--- config.mk ---
export PLATFORM = sky130hd
export DESIGN_NAME = pll_reset_sequencer
export DESIGN_NICKNAME = d
export VERILOG_FILES = /design/src/rtl/pll_rst_pkg.sv /design/src/rtl/sync_bit.sv /design/src/rtl/pll_reset_sequencer.sv
export SDC_FILE = /design/constraint.sdc
export NUM_CORES = 1
export LEC_CHECK = 0
export CORE_MARGIN = 4
export CORE_UTILIZATION = 54
export CTS_BUF_LIST = sky130_fd_sc_hd__clkbuf_16
export DETAILED_ROUTE_END_ITERATION = 8
export PLACE_DENSITY = 0.81
export RECOVER_POWER = 25
export SYNTH_ARGS = -nofsm -noshare
export SYNTH_HDL_FRONTEND = slang
export SYNTH_SLANG_ARGS = --single-unit
--- constraint.sdc ---
create_clock -name i_clk -period 2.05 [get_ports i_clk]
set_input_delay 0.3075 -clock i_clk [delete_from_list [all_inputs] [get_ports i_clk]]
set_output_delay 0.3075 -clock i_clk [all_outputs]
set_load 0.01 [all_outputs]
--- src/rtl/pll_rst_pkg.sv ---
// Shared types and elaboration-time helpers for the PLL reset sequencer.
// The state encodings are visible on o_state for debug LEDs.
package pll_rst_pkg;

  typedef enum logic [1:0] {
    ST_PLL_RST   = 2'd0,
    ST_WAIT_LOCK = 2'd1,
    ST_STABLE    = 2'd2,
    ST_RUN       = 2'd3
  } pll_state_e;

  function automatic int clog2(input int value);
    int w;
    int v;
    w = 0;
    v = value - 1;
    for (int i = 0; i < 31; i++) begin
      if ((v >> i) != 0) w = i + 1;
    end
    return w;
  endfunction

  // One counter serves all timed states, so it is sized for the longest of them.
  function automatic int cnt_width(input int a, input int b, input int c);
    int m;
    int w;
    m = a;
    if (b > m) m = b;
    if (c > m) m = c;
    w = clog2(m);
    return (w < 1) ? 1 : w;
  endfunction

endpackage

--- src/rtl/sync_bit.sv ---
// N-stage single-bit synchroniser with asynchronous active-low reset.
// Output is the last stage; all stages clear to 0 in reset.
module sync_bit #(
  parameter int STAGES = 2
) (
  input  logic i_clk,
  input  logic i_resetn,
  input  logic i_d,
  output logic o_q
);

  logic [STAGES-1:0] sync_q;
  logic [STAGES-1:0] sync_d;

  always_comb begin
    sync_d = {sync_q[STAGES-2:0], i_d};
  end

  always_ff @(posedge i_clk or negedge i_resetn) begin
    if (!i_resetn) begin
      sync_q <= '0;
    end else begin
      sync_q <= sync_d;
    end
  end

  assign o_q = sync_q[STAGES-1];

endmodule

--- src/rtl/pll_reset_sequencer.sv ---
// PLL reset pulse generation, lock qualification and system reset release.
// Outputs are registered from the next state so they move with the state register.
module pll_reset_sequencer
  import pll_rst_pkg::*;
#(
  parameter int PLL_RST_CYCLES = 16,
  parameter int LOCK_TIMEOUT   = 65536,
  parameter int STABLE_CYCLES  = 1024,
  parameter int SYNC_STAGES    = 2,
  parameter int CNT_W          = 8
) (
  input  logic             i_clk,
  input  logic             i_resetn,
  input  logic             i_pll_locked,
  input  logic             i_soft_reset,
  output logic             o_pll_reset,
  output logic             o_sys_reset,
  output logic             o_ready,
  output logic [1:0]       o_state,
  output logic [CNT_W-1:0] o_retry_count,
  output logic [CNT_W-1:0] o_lockloss_count
);

  localparam int CW = cnt_width(PLL_RST_CYCLES, LOCK_TIMEOUT, STABLE_CYCLES);
  localparam logic [CW-1:0] RST_LAST = CW'(PLL_RST_CYCLES - 1);
  localparam logic [CW-1:0] TMO_LAST = CW'(LOCK_TIMEOUT - 1);
  localparam logic [CW-1:0] STB_LAST = CW'(STABLE_CYCLES - 1);

  function automatic logic [CNT_W-1:0] sat_inc(input logic [CNT_W-1:0] c);
    return (c == {CNT_W{1'b1}}) ? c : c + CNT_W'(1);
  endfunction

  logic             locked_s;
  pll_state_e       state_q, state_d;
  logic [CW-1:0]    cnt_q, cnt_d;
  logic             pll_reset_q, pll_reset_d;
  logic             sys_reset_q, sys_reset_d;
  logic             ready_q, ready_d;
  logic [CNT_W-1:0] retry_q, retry_d;
  logic [CNT_W-1:0] loss_q, loss_d;

  sync_bit #(.STAGES(SYNC_STAGES)) u_lock_sync (
    .i_clk    (i_clk),
    .i_resetn (i_resetn),
    .i_d      (i_pll_locked),
    .o_q      (locked_s)
  );

  always_comb begin
    state_d = state_q;
    retry_d = retry_q;
    loss_d  = loss_q;
    case (state_q)
      ST_PLL_RST: begin
        if (cnt_q == RST_LAST) state_d = ST_WAIT_LOCK;
        else                   state_d = ST_PLL_RST;
      end
      ST_WAIT_LOCK: begin
        // Lock wins over a coincident timeout.
        if (locked_s) begin
          state_d = ST_STABLE;
        end else if (cnt_q == TMO_LAST) begin
          state_d = ST_PLL_RST;
          retry_d = sat_inc(retry_q);
        end else begin
          state_d = ST_WAIT_LOCK;
        end
      end
      ST_STABLE: begin
        if (!locked_s)               state_d = ST_WAIT_LOCK;
        else if (cnt_q == STB_LAST)  state_d = ST_RUN;
        else                         state_d = ST_STABLE;
      end
      ST_RUN: begin
        if (!locked_s) begin
          state_d = ST_PLL_RST;
          loss_d  = sat_inc(loss_q);
        end else begin
          state_d = ST_RUN;
        end
      end
      default: state_d = ST_PLL_RST;
    endcase

    // A soft request restarts the sequence and suppresses event counting.
    if (i_soft_reset) begin
      state_d = ST_PLL_RST;
      retry_d = retry_q;
      loss_d  = loss_q;
    end else begin
      state_d = state_d;
    end

    if (i_soft_reset || (state_d != state_q)) cnt_d = '0;
    else if (state_q == ST_RUN)               cnt_d = cnt_q;
    else                                      cnt_d = cnt_q + CW'(1);

    pll_reset_d = (state_d == ST_PLL_RST);
    sys_reset_d = (state_d != ST_RUN);
    ready_d     = (state_d == ST_RUN);
  end

  always_ff @(posedge i_clk or negedge i_resetn) begin
    if (!i_resetn) begin
      state_q     <= ST_PLL_RST;
      cnt_q       <= '0;
      pll_reset_q <= 1'b1;
      sys_reset_q <= 1'b1;
      ready_q     <= 1'b0;
      retry_q     <= '0;
      loss_q      <= '0;
    end else begin
      state_q     <= state_d;
      cnt_q       <= cnt_d;
      pll_reset_q <= pll_reset_d;
      sys_reset_q <= sys_reset_d;
      ready_q     <= ready_d;
      retry_q     <= retry_d;
      loss_q      <= loss_d;
    end
  end

  assign o_pll_reset      = pll_reset_q;
  assign o_sys_reset      = sys_reset_q;
  assign o_ready          = ready_q;
  assign o_state          = state_q;
  assign o_retry_count    = retry_q;
  assign o_lockloss_count = loss_q;

endmodule

==> reports/metrics.yaml <==
outcome: "complete, no violations"
tightestPinTransition_ns: 0.959
hpwl_um: 2820
antenna_left: 0
gp_congestion: 0.825
rows: 21
syn_to_final_growth_pct: 25.5
cts_sinks: 39
met3WireLength_um: 181
crit_type: "register to register"
timing.final.crit_share: 0.929
finalHoldViolations: 0
coreArea_um2: 3360
crit_family: "compound AO/OA/AOI/OAI gates"
setup_viol: 0
dieArea_um2: 4530
hold_buffers: 0
clock_latency_ns: 0.28
start_util: 0.564
ys_types: 40
io_pins: 25
stdcell_count: 257
n_fill_cell: 252
drt-pass1-iter-count: 4
via_count: 1457
met2_length_um: 2160
slowest_delay_ns: 0.40
pwr-share-comb: 0.027
cp-start-kind: "register"
portBuffers: 24
grt_pass1_vias: 1464
clkPwrFrac: 0.509
rsz0062_at_grt: "false"
sw_frac_of_total: 0.197
synth-edff-count: 0
post_drt_via_cell_ratio: 5.67
skew_ns: 0.00649
die_h_um: 67.3
final_period_minus_worst_setup_slack_ns: 1.90
critPathMaxFanout: 11
post_cts_buffers: 0
fmax_mhz: 525
grt.total_usage: 0.213
cts_tree: "built"
cap_violations: 0
cp_slowest_cell: "dfrtp_1"
grt_remaining_overflow: 0
synthArstFlopShare: 1.00
ir_drop_mv: 0.407
synth-seq-cells: 39
synth_nets: 183
die_x_um: 67.3
nets: 217
power_switching_uw: 333
drive_gt1_frac: 0.137
dp_cells: 249
cp.arrival_ns: 2.07
cts-resized-gates: 0
wirelength_um: 4030
critical_path.cell_chain: "ha_1, and3_1, nand4_1, o32a_1, o221ai_1, buf_4, nor2_1"
required_ns: 2.22
grt_max_degree: 40
routedLengthMet1_um: 1630
antenna_found_initial: 0
clockRootBuffer: "clkbuf_16"
slew_violations: 0
synth-warning-count: 0
hold_class: "input port to async pin"
cts.htree.levels: 2
grt_pass1_wl_um: 6930
intPower_mw: 1.36
drc: 0
end_kind: "register"
crit_buf_inv: 1
power.total_mw: 1.69
p_leak_nw: 1.04
clk_path_buf_depth: 2
synth_cells: 176
power.density_nw_per_um2: 711
syn_area_um2: 1900
p_seq_frac: 0.464
drt_iter0_drc: 92
top_layer: "met4"
ys.flop_type: "dfrtp_1"
max_slew_margin: 0.361
diodes: 0
ys_seq_area_frac: 0.515
wl_per_cell_um: 15.7
cts_made_buffers: 5
avgSynthCellArea_um2: 10.8
clk_pin_slew_ns: 0.05
==> worst reg2reg max path: stages (launching register included) <==
cell	delay (ns)
dfrtp_1	0.40
ha_1	0.19
and3_1	0.26
nand4_1	0.13
o32a_1	0.34
o221ai_1	0.16
buf_4	0.21
nor2_1	0.08
==> cells in the mapped netlist (2+ instances only) <==
master | number | area [um2]
and3_1 | 4 | 25.0
nor2b_1 | 3 | 18.8
nor3_1 | 5 | 25.0
dfstp_2 | 2 | 52.6
a21oi_1 | 3 | 15.0
and2_1 | 2 | 12.5
ha_1 | 3 | 37.5
or2_2 | 2 | 12.5
nand4_1 | 8 | 50.1
dfrtp_1 | 37 | 926
and4_1 | 4 | 35.0
and4_4 | 2 | 22.5
mux2_2 | 2 | 22.5
nand2_1 | 15 | 56.3
inv_1 | 4 | 15.0
nor2_1 | 22 | 82.6
nor4_1 | 2 | 12.5
nand3_1 | 7 | 35.0
xor2_1 | 6 | 52.6
buf_2 | 2 | 10.0
o21ai_0 | 2 | 10.0
xnor2_1 | 21 | 184
==> metrics by stage <==
step / worst slack [ns] / util / hold WS [ns] / setup TNS [ns] / area, um2
finish: 0.146 / 0.708 / 0.168 / 0 / 2380
global route: 0.0297 / 0.708 / 0.250 / 0 / 2380
CTS: 0.152 / 0.708 / 0.157 / 0 / 2380
detailed placement: -0.0175 / 0.660 / 0.337 / -0.106 / 2220
global placement: 0.0200 / 0.660 / 0.336 / 0 / 2220
floorplan: 0.152 / - / 0.0119 / 0 / 1900
==> placed cells by master (no fill, tap or decap), types with 2 or more instances in the layout <==
cell,n
nor4_1,2
ha_1,3
nand2_1,15
o21ai_0,2
xor2_1,6
and4_1,4
xnor2_1,21
mux2_2,2
and4_4,2
dfrtp_1,37
or2_2,2
buf_4,6
clkdlybuf4s50_1,22
clkbuf_16,5
a21oi_1,3
inv_1,4
nand4_1,8
nor2_1,22
nor3_1,5
and3_1,4
nand3_1,7
and2_1,2
nor2b_1,3
dfstp_2,2
==> state kept, by name, summed over array words and instances (netlist names) <==
name                count
o_ready                 1
o_retry_count           8
o_lockloss_count        8
o_pll_reset             1
o_sys_reset             1
o_state                 2
cnt_q                  16
u_lock_sync.sync_q      2
==> path summary, 6_finish.rpt <==
| check | start | to | slack, ns | cells past startpoint |
|---|---|---|---|---|
| worst min register to register | u_lock_sync.sync_q[0] | u_lock_sync.sync_q[1] | 0.34 | 0 |
| worst max-delay path | cnt_q[0] | cnt_q[10] | 0.15 | 7 |
| worst min-delay path | i_resetn | cnt_q[7] | 0.17 | 1 |
| min in group i_clk | u_lock_sync.sync_q[0] | u_lock_sync.sync_q[1] | 0.34 | 0 |
| worst max register to register | cnt_q[0] | cnt_q[10] | 0.15 | 7 |
| max in group asynchronous | i_resetn | cnt_q[4] | 1.29 | 1 |
==> layer usage <==
layer,vias up,GRT usage
met3,7,0.0599
met5,-,0
li1,682,-
met4,0,0.0911
met1,730,0.249
met2,38,0.366
==> layout make-up <==
type / instances / area [um2] / share of cell area
Clock buffer: 5 / 125 / 0.0525
Multi-Input combinational cell: 129 / 883 / 0.371
Timing Repair Buffer: 30 / 280 / 0.118
Inverter: 5 / 18.8 / 0.00788
Sequential cell: 39 / 978 / 0.411
Clock inverter: 3 / 38.8 / 0.0163
Tap cell: 46 / 57.6 / 0.0242
==> kinds of logic after synthesis <==
logic type,share of synthesized area
xor+xnor,0.133
simple gates,0.256
buf+inv,0.0191
flops,0.515
fa+ha+maj,0.0198
mux,0.0119
compound gates,0.0442
==> power by group through the flow <==
stage / Combinational [mW] / Sequential, mW / Clock [mW]
after floorplan: 0.0182 / 0.798 / 0
after global placement: 0.0455 / 0.799 / 0
after detailed placement: 0.0471 / 0.800 / 0
after CTS: 0.0476 / 0.786 / 0.869
after global routing: 0.0528 / 0.787 / 0.911
final: 0.0461 / 0.786 / 0.862
(Power assumes the default switching activity.)
